## src/rtl/tx_distributor_pkg.sv

```systemverilog
// Shared constants and FSM encoding for the 25G PCS transmit distributor.
// Lane geometry, SYNC tag value and distributor states live here.
package tx_distributor_pkg;

  localparam int unsigned UNITWIDTH  = 48;
  localparam int unsigned LANENUMBER = 4;
  localparam int unsigned DATAWIDTH  = UNITWIDTH * LANENUMBER;

  localparam logic [15:0] SYNC_TAG = 16'hB5A7;

  typedef enum logic [1:0] {
    ST_RUN       = 2'd0,
    ST_DRAIN     = 2'd1,
    ST_SEND_SYNC = 2'd2
  } dist_state_e;

endpackage

```

## src/rtl/tx_distributor.sv

```systemverilog
// Holds one upstream word and feeds the swizzler, inserting a SYNC word
// every cfg_sync_interval data words or whenever local block-lock changes.
module tx_distributor
  import tx_distributor_pkg::*;
(
  input  logic                  clk,
  input  logic                  reset,
  input  logic                  in_enable,
  input  logic [DATAWIDTH-1:0]  in_data,
  input  logic                  in_data_valid,
  output logic                  out_ready,
  input  logic [LANENUMBER-1:0] in_local_blocklock,
  input  logic [15:0]           cfg_sync_interval,
  input  logic                  in_idle,
  input  logic                  in_empty,
  output logic [DATAWIDTH-1:0]  out_txdata,
  output logic                  out_txdata_valid,
  output logic                  out_syncing_pre
);

  dist_state_e           r_state;
  logic [DATAWIDTH-1:0]  r_buf;
  logic                  r_buf_full;
  logic [15:0]           r_cnt;
  logic                  r_sync_req;
  logic [LANENUMBER-1:0] r_bl_copy;
  logic [LANENUMBER-1:0] r_bl_snap;

  logic w_xfer;
  logic w_acc;
  logic w_sync_due;
  logic w_bl_change;

  function automatic logic [DATAWIDTH-1:0] build_sync(input logic [LANENUMBER-1:0] bl);
    logic [DATAWIDTH-1:0] w;
    w = '0;
    for (int unsigned i = 0; i < LANENUMBER; i++) begin
      w[i*UNITWIDTH +: UNITWIDTH] = {SYNC_TAG, {(UNITWIDTH-16-LANENUMBER){1'b0}}, bl};
    end
    return w;
  endfunction

  always_comb begin
    w_xfer      = (r_state == ST_RUN) && r_buf_full && in_idle && in_enable;
    // ">=" so a lowered interval still fires at the next transfer
    w_sync_due  = (cfg_sync_interval != '0) && (r_cnt >= (cfg_sync_interval - 16'd1));
    w_bl_change = (in_local_blocklock != r_bl_copy);

    out_ready        = 1'b0;
    out_txdata_valid = 1'b0;
    out_syncing_pre  = 1'b0;
    out_txdata       = '0;

    unique case (r_state)
      ST_RUN: begin
        out_txdata       = r_buf;
        out_txdata_valid = r_buf_full;
        // Refuse new words when the transfer in flight completes the interval,
        // so the SYNC lands exactly after the last counted word.
        out_ready = (!r_buf_full || in_idle) &&
                    !(in_enable && (r_sync_req || (w_xfer && w_sync_due)));
      end
      ST_DRAIN: begin
        out_syncing_pre = 1'b1;
      end
      ST_SEND_SYNC: begin
        out_syncing_pre  = 1'b1;
        out_txdata_valid = 1'b1;
        out_txdata       = build_sync(r_bl_snap);
      end
      default: begin
        out_ready = 1'b0;
      end
    endcase

    w_acc = (r_state == ST_RUN) && in_data_valid && out_ready && in_enable;
  end

  always_ff @(posedge clk) begin
    if (reset) begin
      r_state    <= ST_RUN;
      r_buf      <= '0;
      r_buf_full <= 1'b0;
      r_cnt      <= '0;
      r_sync_req <= 1'b1;
      r_bl_copy  <= '0;
      r_bl_snap  <= '0;
    end else if (in_enable) begin
      unique case (r_state)
        ST_RUN: begin
          r_bl_copy <= in_local_blocklock;
          if (w_acc) begin
            r_buf      <= in_data;
            r_buf_full <= 1'b1;
          end else if (w_xfer) begin
            r_buf_full <= 1'b0;
          end
          if (w_xfer) begin
            r_cnt <= r_cnt + 16'd1;
          end
          r_sync_req <= r_sync_req || (w_xfer && w_sync_due) || w_bl_change;
          if (r_sync_req && (!r_buf_full || w_xfer)) begin
            r_state   <= ST_DRAIN;
            r_bl_snap <= in_local_blocklock;
          end
        end
        ST_DRAIN: begin
          if (in_empty) begin
            r_state <= ST_SEND_SYNC;
          end
        end
        ST_SEND_SYNC: begin
          // Block-lock copy is frozen here; a change shows up as a new request in RUN.
          if (in_idle) begin
            r_state    <= ST_RUN;
            r_sync_req <= 1'b0;
            r_cnt      <= '0;
          end
        end
        default: begin
          r_state <= ST_RUN;
        end
      endcase
    end
  end

endmodule

```

## config.mk

```make
export PLATFORM = sky130hd
export DESIGN_NAME = tx_distributor
export DESIGN_NICKNAME = d
export VERILOG_FILES = /design/src/rtl/tx_distributor_pkg.sv /design/src/rtl/tx_distributor.sv
export SDC_FILE = /design/constraint.sdc
export NUM_CORES = 1
export LEC_CHECK = 0
export CAP_MARGIN = 20
export CORE_UTILIZATION = 47
export CTS_BUF_LIST = sky130_fd_sc_hd__clkbuf_4 sky130_fd_sc_hd__clkbuf_8
export DETAILED_ROUTE_END_ITERATION = 10
export PLACE_DENSITY = 0.94
export SETUP_SLACK_MARGIN = 0.5
export SYNTH_ARGS = -nofsm -noshare
export SYNTH_HDL_FRONTEND = slang
export SYNTH_SLANG_ARGS = --single-unit
```

## constraint.sdc

```tcl
create_clock -name clk -period 4.7 [get_ports clk]
set_input_delay 0.47 -clock clk [delete_from_list [all_inputs] [get_ports clk]]
set_output_delay 0.47 -clock clk [all_outputs]
set_load 0.02 [all_outputs]
```

# Word level (Yosys, flattened, before mapping)
# Index checks and enable logic that the tools add are counted.
dict set report totals {
  output_inout_bits 195
  wordCells 61
  reg_bits 220
  inputBits 218
}
dict set report op_classes {
  n_addsub 2
  reduce_logical 29
  n_eq_ne 7
  mux 15
  order_cmp 1
}
# op count
set op_table {}
lappend op_table {{$pmux 192 s2} 1}
lappend op_table {{$mux 16} 2}
lappend op_table {{$pmux 16 s2} 1}
lappend op_table {{$add 16x1->16 const B} 1}
lappend op_table {{$ge 16x16->1} 1}
lappend op_table {{$reduce_bool 16->1} 1}
lappend op_table {{$sub 16x1->16 const B} 1}
lappend op_table {{$reduce_and 3->1} 4}
lappend op_table {{$logic_and 1x1->1} 11}
lappend op_table {{$reduce_and 4->1} 2}
lappend op_table {{$mux 2} 3}
lappend op_table {{$ne 2x2->1 const B} 3}
lappend op_table {{$pmux 2 s3} 1}
lappend op_table {{$mux 1} 5}
lappend op_table {{$logic_or 1x1->1} 4}
lappend op_table {{$ne 4x4->1} 1}
lappend op_table {{$pmux 1 s2} 2}
lappend op_table {{$reduce_bool 2->1} 2}
lappend op_table {{$eq 2x1->1 const B} 1}
lappend op_table {{$eq 2x2->1 const B} 1}
lappend op_table {{$logic_not 1->1} 2}
lappend op_table {{$logic_not 2->1} 1}
lappend op_table {{$ne 2x1->1 const B} 1}
lappend op_table {{$reduce_and 2->1} 1}
lappend op_table {{$reduce_or 2->1} 1}

# Longest topological paths before layout
# Gate-level depths: netlist of run 1.
dict set report logic_depth {
  depth_word 14
  ltp_mapped 15
  depth_no_buf 13
}

# Worst setup path before layout of run 1
# OpenSTA, ideal clock, no wires.
dict set report synth_timing {
  path_type {input port to output port}
  from {in cfg_sync_interval[6]}
  to {out out_ready}
  t_arrival_ps 3031
  setup_slack_ps 1199
  path_buffers 0
  required_time_ps 4230
  cell_stages 12
  path_cell_list {nor4_1 and2b_1 nor3b_2 nand2_1 nor3_1 xnor2_1 ha_1 nand4_1 nor3_1 or4b_1 nand3_1 a41oi_1}
}
dict set report synth_between {
  elab_chain_cells 9
  word_cells_on_any_way 10
  classes_between {add/sub: 1; order compare: 1; mux: 1; reduce/logical: 7}
}
# item line_no
set synth_lines {}
lappend synth_lines {{start: declaration} tx_distributor.sv:13} ;# input logic [15:0] cfg_sync_interval,
lappend synth_lines {{$sub 16x1->16} tx_distributor.sv:46} ;# w_sync_due = (cfg_sync_interval != '0) && (r_cnt >= (cfg_sync_interval - 16'd1));
lappend synth_lines {{$ge 16x16->1} tx_distributor.sv:46}
lappend synth_lines {{$logic_and 1x1->1 *} tx_distributor.sv:46}
lappend synth_lines {{$logic_and 1x1->1 *} tx_distributor.sv:61} ;# !(in_enable && (r_sync_req || (w_xfer && w_sync_due)));
lappend synth_lines {{$logic_or 1x1->1 *} tx_distributor.sv:61}
lappend synth_lines {{$logic_and 1x1->1 *} tx_distributor.sv:61}
lappend synth_lines {{$logic_not 1->1 *} tx_distributor.sv:61}
lappend synth_lines {{$logic_and 1x1->1 *} tx_distributor.sv:60} ;# out_ready = (!r_buf_full || in_idle) &&
lappend synth_lines {{$mux 1 *} tx_distributor.sv:54} ;# unique case (r_state)
lappend synth_lines {{end: declaration} tx_distributor.sv:11} ;# output logic out_ready,
# Mark *: on every way between the ends. The rest lies on a longest branch, timed or not.

# Worst setup path in the final report of run 1
# Same ends and word-level chain as after synthesis.

==> impl_metrics.env, run 1 <==
export IMPL_path_max_fanout=3
export IMPL_rows=57
export IMPL_status="finished clean"
export IMPL_drt_total_wl_mm=34.0
export IMPL_grt_pass1_wl_mm=53.4
export IMPL_vias_per_cell=5.02
export IMPL_core_area_sq_um=24600
export IMPL_fin_setup_tns_ns=0
export IMPL_r2r_start="r_state[1]$_SDFFE_PP0P_"
export IMPL_cts_root_buf="clkbuf_8"
export IMPL_dp_cells=2002
export IMPL_cap_violations=0
export IMPL_grt_max_degree=222
export IMPL_critical_path_startpoint_type="input pin"
export IMPL_grt_usage=0.253
export IMPL_ys_async_sr_fraction=0
export IMPL_synth_distinct_cells=44
export IMPL_cp_cell_sequence="clkdlybuf4s50_1, nor4_2, and2b_2, nor3b_4, buf_4, nand2_1, nor2_2, xnor2_1, ha_1, nand4_1, nor3_2, or4b_1, nand3_1, a41oi_1, buf_4"
export IMPL_syn_nets=1592
export IMPL_die_w_um=161
export IMPL_grt_pass1_vias=10696
export IMPL_p_sw_mw=1.39
export IMPL_numCtsBuffers=40
export IMPL_dr_total_vias=10412
export IMPL_cts_tree="done"
export IMPL_max_freq_mhz=243
export IMPL_synth_edf_count=0
export IMPL_io_pins=413
export IMPL_crit_required_ns=4.23
export IMPL_n_antenna_cell=0
export IMPL_hold_viol_final=0
export IMPL_syn_area_per_cell_sq_um=8.84
export IMPL_drt_initial_drc_count=553
export IMPL_antenna_found_initial=0
export IMPL_hpwlAfterDp_mm=23.5
export IMPL_synth_seq_area_share=0.369
export IMPL_initial_utilization=0.486
export IMPL_finalNonFillerCells=2075
export IMPL_setup_violations=0
export IMPL_fin_crit_sh=0.876
export IMPL_die_area_sq_um=26100
export IMPL_ys_warn_count=0
export IMPL_r2r_setup_slack_ns=1.71
export IMPL_worst_pin_slew_ns=0.962
export IMPL_netlist_instances=1352
export IMPL_grt_ovfl_total=0
export IMPL_place_ws_ns=0.0848
export IMPL_slew_headroom=0.357
export IMPL_firstDrtPassIters=5
export IMPL_syn_to_final_growth_pct=42.4
export IMPL_wl_per_cell_um=16.4
export IMPL_cpMostUsedCell="buf_4"
export IMPL_min_path_type="flip-flop to flip-flop"
export IMPL_nets=1962
export IMPL_p_int_mw=3.67
export IMPL_drtAntennaViolNets=0
export IMPL_path_clk_slew_ns=0.06
export IMPL_h_tree_depth=2
export IMPL_slew_violations=0
export IMPL_path_class="input pin to primary output"
export IMPL_post_dp_cell_area_sq_um=16100
export IMPL_setup_worst_path_end_class="primary output"
export IMPL_reg2reg_depth=8
export IMPL_fin_ws_ns=0.585
export IMPL_swShare=0.274
export IMPL_min_from="r_bl_snap[1]$_SDFFE_PP0P_"
export IMPL_crit_path_end="out_ready"
export IMPL_worstSetupStartpoint="cfg_sync_interval[6]"
export IMPL_die_y_um=161
export IMPL_ir_worst_vdd_mv=0.239
export IMPL_comb_power_share=0.213
export IMPL_nFillCells=1788
export IMPL_gp_congestion=0.857
export IMPL_layout_common_cells="clkdlybuf4s50_1, nand2b_1, dfxtp_1, mux2i_1, nand2_1"
export IMPL_design_area_sq_um=17000
export IMPL_p_leak_nw=6.36
export IMPL_syn_area_sq_um=11900
export IMPL_rsz0062_at_grt="false"
export IMPL_pwr_density_cell_nw_per_um2=297
export IMPL_p_seq_frac=0.394
export IMPL_fin_crit_ns=4.12
export IMPL_timing_rr_end="r_buf[167]$_SDFFE_PP0P_"
export IMPL_clk_latency_ns=0.52
export IMPL_cp_data_arrival_time_ns=3.65
export IMPL_yosys_register_bits=220
export IMPL_drc=0
export IMPL_drive_above_1_share=0.0577
export IMPL_synthFlopType="dfxtp_1"
export IMPL_portBuffers=412
export IMPL_cts_buffer_depth=3
export IMPL_cts_num_sinks=220
export IMPL_mostFrequentLayoutCell="clkdlybuf4s50_1"
export IMPL_worst_path_largest_cell_delay_ns=0.45
export IMPL_crit_slowest_cell="clkdlybuf4s50_1"
export IMPL_clkPwrFrac=0.393
export IMPL_skew_ns=0.0210
[power by group through the flow]
stage	sequential [mW]	clock, mW	combinational, mW
detailed placement	2.03	0	1.07
global route	2.00	2.13	1.15
CTS	1.99	2.04	1.08
finish	1.99	1.99	1.07
floorplan	2.01	0	0.608
global placement	2.02	0	1.05
[kinds of logic (layout without fill, tap and decap cells)]
| logic type | Yosys count | count (layout) | synth area share |
|---|---|---|---|
| flip-flops | 220 | 220 | 0.369 |
| multiplexers | 196 | 196 | 0.164 |
| adder cells (fa/ha/maj) | 22 | 22 | 0.0230 |
| AND/OR/NAND/NOR | 736 | 736 | 0.350 |
| AO/OA/AOI/OAI | 38 | 38 | 0.0205 |
| buffers and inverters | 108 | 507 | 0.0498 |
| XOR/XNOR | 32 | 32 | 0.0235 |
[cell type report]
type,count,area (sq um),area share
clock buffers,64,800,0.0470
clock inverters,7,90.1,0.00529
inverters,13,48.8,0.00287
multi-input cells,1024,7020,0.413
flip-flops and latches,220,4400,0.259
well taps,324,405,0.0238
repair buffers,423,4250,0.250
[worst min path at each step]
stage / depth (start not counted) / slack (ns) / to
floorplan: 2 / 0.44 / r_bl_snap[0]$_SDFFE_PP0P_
global placement: 2 / 0.44 / r_bl_snap[0]$_SDFFE_PP0P_
detailed placement: 2 / 0.46 / r_buf[165]$_SDFFE_PP0P_
CTS: 2 / 0.47 / r_bl_snap[1]$_SDFFE_PP0P_
global route: 2 / 0.48 / r_bl_snap[1]$_SDFFE_PP0P_
finish: 2 / 0.46 / r_bl_snap[1]$_SDFFE_PP0P_
[sequential cells by signal, indices dropped and copies added, names as in the netlist]
signal	count
r_bl_snap	4
r_buf_full	1
r_buf	192
r_cnt	16
r_state	2
r_bl_copy	4
r_sync_req	1
[routing by layer]
metal / vias to the layer above / part of all wire / GRT usage
li1: 5086 / - / -
met4: 0 / 0.037 / 0.0969
met5: - / 0 / 0
met2: 408 / 0.50 / 0.457
met1: 4820 / 0.39 / 0.277
met3: 98 / 0.076 / 0.0734
[critical path, delay by kind of cell]
family                   cells  cell delay (ns)
AND/OR/NAND/NOR              9             1.86
buffers and inverters        3             0.81
AO/OA/AOI/OAI                1             0.12
XOR/XNOR                     1             0.08
adder cells (fa/ha/maj)      1             0.30
[synthesized netlist by cell type, types with 4 or more instances]
| master | n | area share |
|---|---|---|
| a21oi_1 | 19 | 0.0080 |
| nand2b_1 | 389 | 0.20 |
| nand3_1 | 13 | 0.0054 |
| clkbuf_1 | 70 | 0.022 |
| nor2_1 | 24 | 0.0075 |
| ha_1 | 22 | 0.023 |
| nand4_1 | 8 | 0.0042 |
| xnor2_1 | 22 | 0.016 |
| mux2i_1 | 195 | 0.16 |
| dfxtp_1 | 220 | 0.37 |
| nor3_1 | 7 | 0.0029 |
| inv_1 | 12 | 0.0038 |
| o21ai_0 | 5 | 0.0021 |
| nor4_1 | 4 | 0.0021 |
| nand2_1 | 145 | 0.046 |
| and2_1 | 136 | 0.071 |
| buf_8 | 10 | 0.013 |
| buf_6 | 9 | 0.0085 |
| xor2_1 | 10 | 0.0073 |
[metrics by stage]
step                hold slack (ns)  power, mW   util
global placement              0.445       3.08  0.652
floorplan                     0.437       2.62      -
global route                  0.476       5.28  0.692
detailed placement            0.456       3.10  0.652
CTS                           0.465       5.10  0.690
finish                        0.461       5.05  0.692
[repair_timing]
action	in CTS	in global routing
setup buffers	0	2
resized for setup	8	11
pin swaps	0	5
endpoints found under the setup margin	1	3
hold buffers	0	0
Note: power is estimated with default switching activity, not from simulation.
==> inputs of run 2 (changes only) <==
--- a/config.mk
+++ b/config.mk
@@ -9,6 +9,7 @@
 export CORE_UTILIZATION = 47
 export CTS_BUF_LIST = sky130_fd_sc_hd__clkbuf_4 sky130_fd_sc_hd__clkbuf_8
 export DETAILED_ROUTE_END_ITERATION = 10
+export GPL_ROUTABILITY_DRIVEN = 0
 export PLACE_DENSITY = 0.94
 export SETUP_SLACK_MARGIN = 0.5
 export SYNTH_ARGS = -nofsm -noshare
==> results of run 2 <==
No change in the layout: final DEF, timing and power equal those of run 1.
==> inputs of run 3 (changes only) <==
--- a/config.mk
+++ b/config.mk
@@ -6,8 +6,11 @@
 export NUM_CORES = 1
 export LEC_CHECK = 0
 export CAP_MARGIN = 20
+export CORE_ASPECT_RATIO = 1.5
+export CORE_MARGIN = 10
 export CORE_UTILIZATION = 47
 export CTS_BUF_LIST = sky130_fd_sc_hd__clkbuf_4 sky130_fd_sc_hd__clkbuf_8
+export CTS_CLUSTER_SIZE = 28
 export DETAILED_ROUTE_END_ITERATION = 10
 export GPL_ROUTABILITY_DRIVEN = 0
 export PLACE_DENSITY = 0.94
==> run 3 against run 2 <==
  * Global-route usage decreased by 2.5 points
  * Wire length grew 16%
  * Combinational power barely moved
  * Final cell count rose by 0.43%
  * Sequential power about the same
  * Cell area shrank 0.18%
  * Clock power is 12% lower
  * Utilization fell by 1.4 points
==> impl_metrics.env, run 3 (same netlist as run 1, synthesis figures left out) <==
export IMPL_status="finished clean"
export IMPL_cp_data_arrival_time_ns=3.68
export IMPL_crit_slowest_cell="or4b_4"
export IMPL_cap_violations=0
export IMPL_wl_met2_mm=20.4
export IMPL_layout_common_cells="clkdlybuf4s50_1, nand2b_1, dfxtp_1, mux2i_1, nand2_1"
export IMPL_die_y_um=215
export IMPL_p_total_mw=4.85
export IMPL_p_sw_mw=1.39
export IMPL_setup_worst_path_end_class="primary output"
export IMPL_critical_path_startpoint_type="input pin"
export IMPL_ir_worst_vdd_mv=0.230
export IMPL_wl_per_cell_um=18.9
export IMPL_drive_above_1_share=0.0589
export IMPL_rsz0062_at_grt="false"
export IMPL_fin_util=0.678
export IMPL_crit_required_ns=4.23
export IMPL_vias_per_cell=5.05
export IMPL_drtAntennaViolNets=0
export IMPL_worst_path_largest_cell_delay_ns=0.49
export IMPL_fin_crit_sh=0.884
export IMPL_timing_hold_ws_ns=0.461
export IMPL_hpwlAfterDp_mm=27.9
export IMPL_cpLargestDelayFamily="simple AND/OR/NAND/NOR gates"
export IMPL_place_ws_ns=0.0246
export IMPL_drt_total_wl_mm=39.3
export IMPL_initial_utilization=0.477
export IMPL_top_layer="met5"
export IMPL_grt_max_degree=213
export IMPL_slew_headroom=0.349
export IMPL_syn_to_final_growth_pct=42.2
export IMPL_drc=0
export IMPL_crit_buf_inv=4
export IMPL_clk_latency_ns=0.54
export IMPL_grt_usage=0.228
export IMPL_fin_ws_ns=0.547
export IMPL_cp_cell_sequence="clkdlybuf4s50_1, or3_4, buf_4, nor3b_4, buf_4, nand3b_1, xor2_1, ha_1, nand4_1, nor3_4, or4b_4, nand3_4, a41oi_1, buf_4"
export IMPL_postCtsHoldBufs=0
export IMPL_post_dp_cell_area_sq_um=16100
export IMPL_h_tree_depth=2
export IMPL_skew_ns=0.0194
export IMPL_worst_pin_slew_ns=0.977
export IMPL_dr_total_vias=10527
export IMPL_setup_violations=0
export IMPL_dp_cells=2011
export IMPL_cts_root_buf="clkbuf_8"
export IMPL_hold_viol_final=0
export IMPL_comb_power_share=0.226
export IMPL_fin_setup_tns_ns=0
export IMPL_slew_violations=0
export IMPL_antenna_found_initial=8
export IMPL_numCtsBuffers=36
export IMPL_die_w_um=150
export IMPL_wl_met1_mm=14.0
export IMPL_largest_register_ffs=192
export IMPL_pwr_density_cell_nw_per_um2=286
export IMPL_path_max_fanout=4
export IMPL_path_clk_slew_ns=0.06
export IMPL_firstDrtPassIters=5
export IMPL_reg_top3="r_buf x192, r_cnt x16"
export IMPL_mostFrequentLayoutCell="clkdlybuf4s50_1"
export IMPL_p_int_mw=3.46
export IMPL_min_path_type="flip-flop to flip-flop"
export IMPL_top_register="r_buf"
export IMPL_core_area_sq_um=25100
export IMPL_p_seq_frac=0.410
export IMPL_wl_met3_mm=3.04
export IMPL_clkPwrFrac=0.364
export IMPL_design_area_sq_um=17000
export IMPL_swShare=0.286
export IMPL_cts_num_sinks=220
export IMPL_io_pins=413
export IMPL_die_area_sq_um=32300
export IMPL_nets=1967
export IMPL_rows=71
export IMPL_cpMostUsedCell="buf_4"
export IMPL_path_class="input pin to primary output"
export IMPL_grt_pass1_wl_mm=58.7
export IMPL_p_leak_nw=6.38
export IMPL_grt_pass1_vias=10782
export IMPL_grt_ovfl_total=0
export IMPL_max_freq_mhz=241
export IMPL_portBuffers=412
export IMPL_nFillCells=1912
export IMPL_drt_initial_drc_count=495
export IMPL_cts_buffer_depth=3
export IMPL_fin_crit_ns=4.15
export IMPL_cts_tree="done"
export IMPL_finalNonFillerCells=2084
## run 3: changes by cell type in the layout (fill, tap and decap cells not counted), sizes merged
cell	change
buf	+9
clkbuf	-6
diode	+6
clkdlybuf4s50	-3
dlymetal6s2s	+3
clkinvlp	-2
bufinv	-1
clkinv	-1
## run 3: timing repair
| action | in CTS | in global routing |
|---|---|---|
| pin swaps | 1 | 9 |
| gates resized for setup | 11 | 17 |
| setup buffers | 3 | 3 |
| endpoints found under the setup margin | 1 | 1 |
## run 3: worst paths after layout
path,start,endpoint,slack (ns),depth (start not counted)
worst max-delay path,cfg_sync_interval[4],out_ready,0.55,14
worst min-delay path,r_bl_snap[2]$_SDFFE_PP0P_,r_bl_snap[2]$_SDFFE_PP0P_,0.46,2
worst max register to register,r_state[0]$_SDFFE_PP0P_,r_buf[172]$_SDFFE_PP0P_,1.32,8
worst min register to register,r_bl_snap[2]$_SDFFE_PP0P_,r_bl_snap[2]$_SDFFE_PP0P_,0.46,2
## run 3: cell type report
type	instances	area, sq um	area share
clock buffers	58	692	0.0407
repair buffers	432	4320	0.254
multi-input cells	1024	7050	0.415
diodes	6	15.0	0.000884
well taps	328	410	0.0242
flip-flops and latches	220	4400	0.259
clock inverters	3	40.0	0.00236
inverters	13	48.8	0.00287
## run 3: power by group through the flow
| stage | Clock, mW | Sequential (mW) | Combinational (mW) |
|---|---|---|---|
| 3_5_place_dp | 0 | 2.03 | 1.08 |
| 4_1_cts | 1.80 | 1.99 | 1.09 |
| 6_report | 1.76 | 1.99 | 1.10 |
| 5_1_grt | 1.88 | 2.00 | 1.18 |
| 2_1_floorplan | 0 | 2.01 | 0.608 |
| 3_3_place_gp | 0 | 2.02 | 1.07 |
## run 3: per-layer routing
metal,track usage,up-vias
met5,0,-
met4,0.118,4
met3,0.0705,117
met2,0.405,404
met1,0.231,4922
li1,-,5080
## run 3: worst reg2reg max path, stage by stage, from the launching register on
cell and delay [ns]:
dfxtp_1 0.33, inv_1 0.15, ha_4 0.67, nand2_1 0.32, a21oi_1 0.47, nand2_1 0.18, a31oi_4 0.26, buf_12 0.46
mux2i_1 0.46
==> edit: new RTL, config.mk and constraints of run 3 <==
The package constant `UNITWIDTH` goes from 48 to 56.
--- a/src/rtl/tx_distributor_pkg.sv
+++ b/src/rtl/tx_distributor_pkg.sv
@@ -4,3 +4,3 @@
 
-  localparam int unsigned UNITWIDTH  = 48;
+  localparam int unsigned UNITWIDTH  = 56;
   localparam int unsigned LANENUMBER = 4;
Ports: changed (resized in_data and out_txdata); port bits go from 413 to 477. No check against the original RTL was run, so the function may have changed too.
==> edit against run 3 <==
Area after synthesis is 13% higher. Routed wire length is 17% higher. Critical path type unchanged. Cell area is 15% higher. Largest cell class unchanged. Worst hold slack worse by 77 ps. Power is 14% higher. First-iteration DRC count is 11% higher. Sequential power is 14% higher. Clock skew is 7.6 ps higher. Core utilization is 1.6 points higher. Sequential cell count is 32 higher. Critical path depth stayed put. Setup slack worse by 63 ps. Synthesized cell count is 12% higher.
==> edit: results <==
export IMPL_final_nets=2236
export IMPL_port_buffers=476
export IMPL_yosys_top_cells_area="dfxtp_1 (37%), nand2b_1 (21%), mux2i_1 (17%), and2_1 (7.9%), nand2_1 (4.1%)"
export IMPL_worst_pin_slew_ps=944
export IMPL_largestRegisters="r_buf (224), r_cnt (16)"
export IMPL_drtIter0Drc=550
export IMPL_seq_area_frac_synth=0.375
export IMPL_drive_above_1_share=0.0663
export IMPL_numCtsBuffers=42
export IMPL_status="completed"
export IMPL_synth_common_cells="nand2b_1 (454), dfxtp_1 (252), mux2i_1 (226)"
export IMPL_final_cells=2348
export IMPL_peakVddDrop_v=0.000254
export IMPL_hpwl_microns=33000
export IMPL_r2r_cells=11
export IMPL_r2r_setup_slack_ps=1620
export IMPL_reg2reg_from="r_cnt[0]"
export IMPL_vias=11900
export IMPL_r2r_end="r_buf[210]"
export IMPL_grt_pass1_wl_microns=67100
export IMPL_hold_class="primary input to register"
export IMPL_startpoint="cfg_sync_interval[2]"
export IMPL_synth_cell_type_count=41
export IMPL_routed_wl_microns=45800
export IMPL_grt_max_degree=245
export IMPL_n_fill_cell=2021
==> edit: cell count changes after synthesis, sizes merged, moves of 6 or more <==
cell | run 3 | this run
dfxtp | 220 | 252
xor2 | 10 | 16
nand2b | 389 | 454
and2 | 136 | 171
clkbuf | 70 | 87
mux2i | 195 | 226
==> edit: power groups by stage <==
stage               combinational [W]  clock [W]  sequential, W
CTS                           0.00119    0.00212        0.00227
finish                        0.00119    0.00207        0.00227
detailed placement            0.00117          0        0.00231
global placement              0.00115          0        0.00231
floorplan                    0.000628          0        0.00229
global route                  0.00127    0.00221        0.00227
==> edit: kinds of logic (layout without fill, tap and decap cells) <==
family,Yosys count,count (layout),synth area share
xor gates and xnor gates,33,33,0.0215
DFF,252,252,0.375
other,0,11,0
adders and majority gates,21,21,0.0195
AOI/OAI and AO/OA,34,34,0.0154
and+or+nand+nor,833,833,0.356
muxes,227,227,0.169
buffers and inverters,118,591,0.0443
==> edit: per-layer routing <==
metal / up-vias / share of wire / global-route usage
met4: 10 / 0.064 / 0.153
li1: 5746 / - / -
met5: - / 0.0015 / 0
met1: 5513 / 0.34 / 0.234
met2: 467 / 0.51 / 0.409
met3: 163 / 0.088 / 0.0909
==> edit: area by class of cell <==
cell class | count | area share
inverter | 7 | 0.00134
timing repair buffer | 514 | 0.266
clock buffer | 67 | 0.0433
multi-input combinational | 1148 | 0.405
clock inverter | 3 | 0.00218
sequential | 252 | 0.258
tap | 346 | 0.0222
antenna | 11 | 0.00141
==> edit: worst min-delay path by stage <==
stage	depth (start not counted)	end	startpoint	slack [ps]
after detailed placement	2	r_bl_snap[3]	r_bl_snap[3]	450
after global routing	3	r_buf[103]	reset	370
after global placement	2	r_bl_snap[3]	r_bl_snap[3]	450
final	3	r_buf[103]	reset	380
after floorplan	2	r_bl_snap[0]	r_bl_snap[0]	440
after CTS	3	r_buf[121]	in_data[121]	430
==> edit: critical path, cell delays in order <==
cell	delay (ps)
clkbuf_2	90
or3_4	390
or4_4	510
nor3_4	160
nand2b_1	140
nor4_2	280
xnor2_1	140
ha_1	360
nand4_1	160
nor2_2	160
or4b_4	480
a31oi_4	190
a21oi_2	80
buf_6	140
==> edit: repair_timing <==
action                     in CTS  in global routing
pin swaps                       6                 12
buffers inserted                4                  3
gates resized for setup        12                 22
setup endpoints to repair     226                221
==> edit: through the flow <==
stage                     power, W  utilization  hold WS, ps  setup WS, ps
after floorplan            0.00292            -          437           627
after global placement     0.00346        0.655          446          -316
after detailed placement   0.00348        0.655          448          -518
after CTS                  0.00557        0.689          432           234
after global routing       0.00576        0.694          374           385
final                      0.00553        0.694          384           484
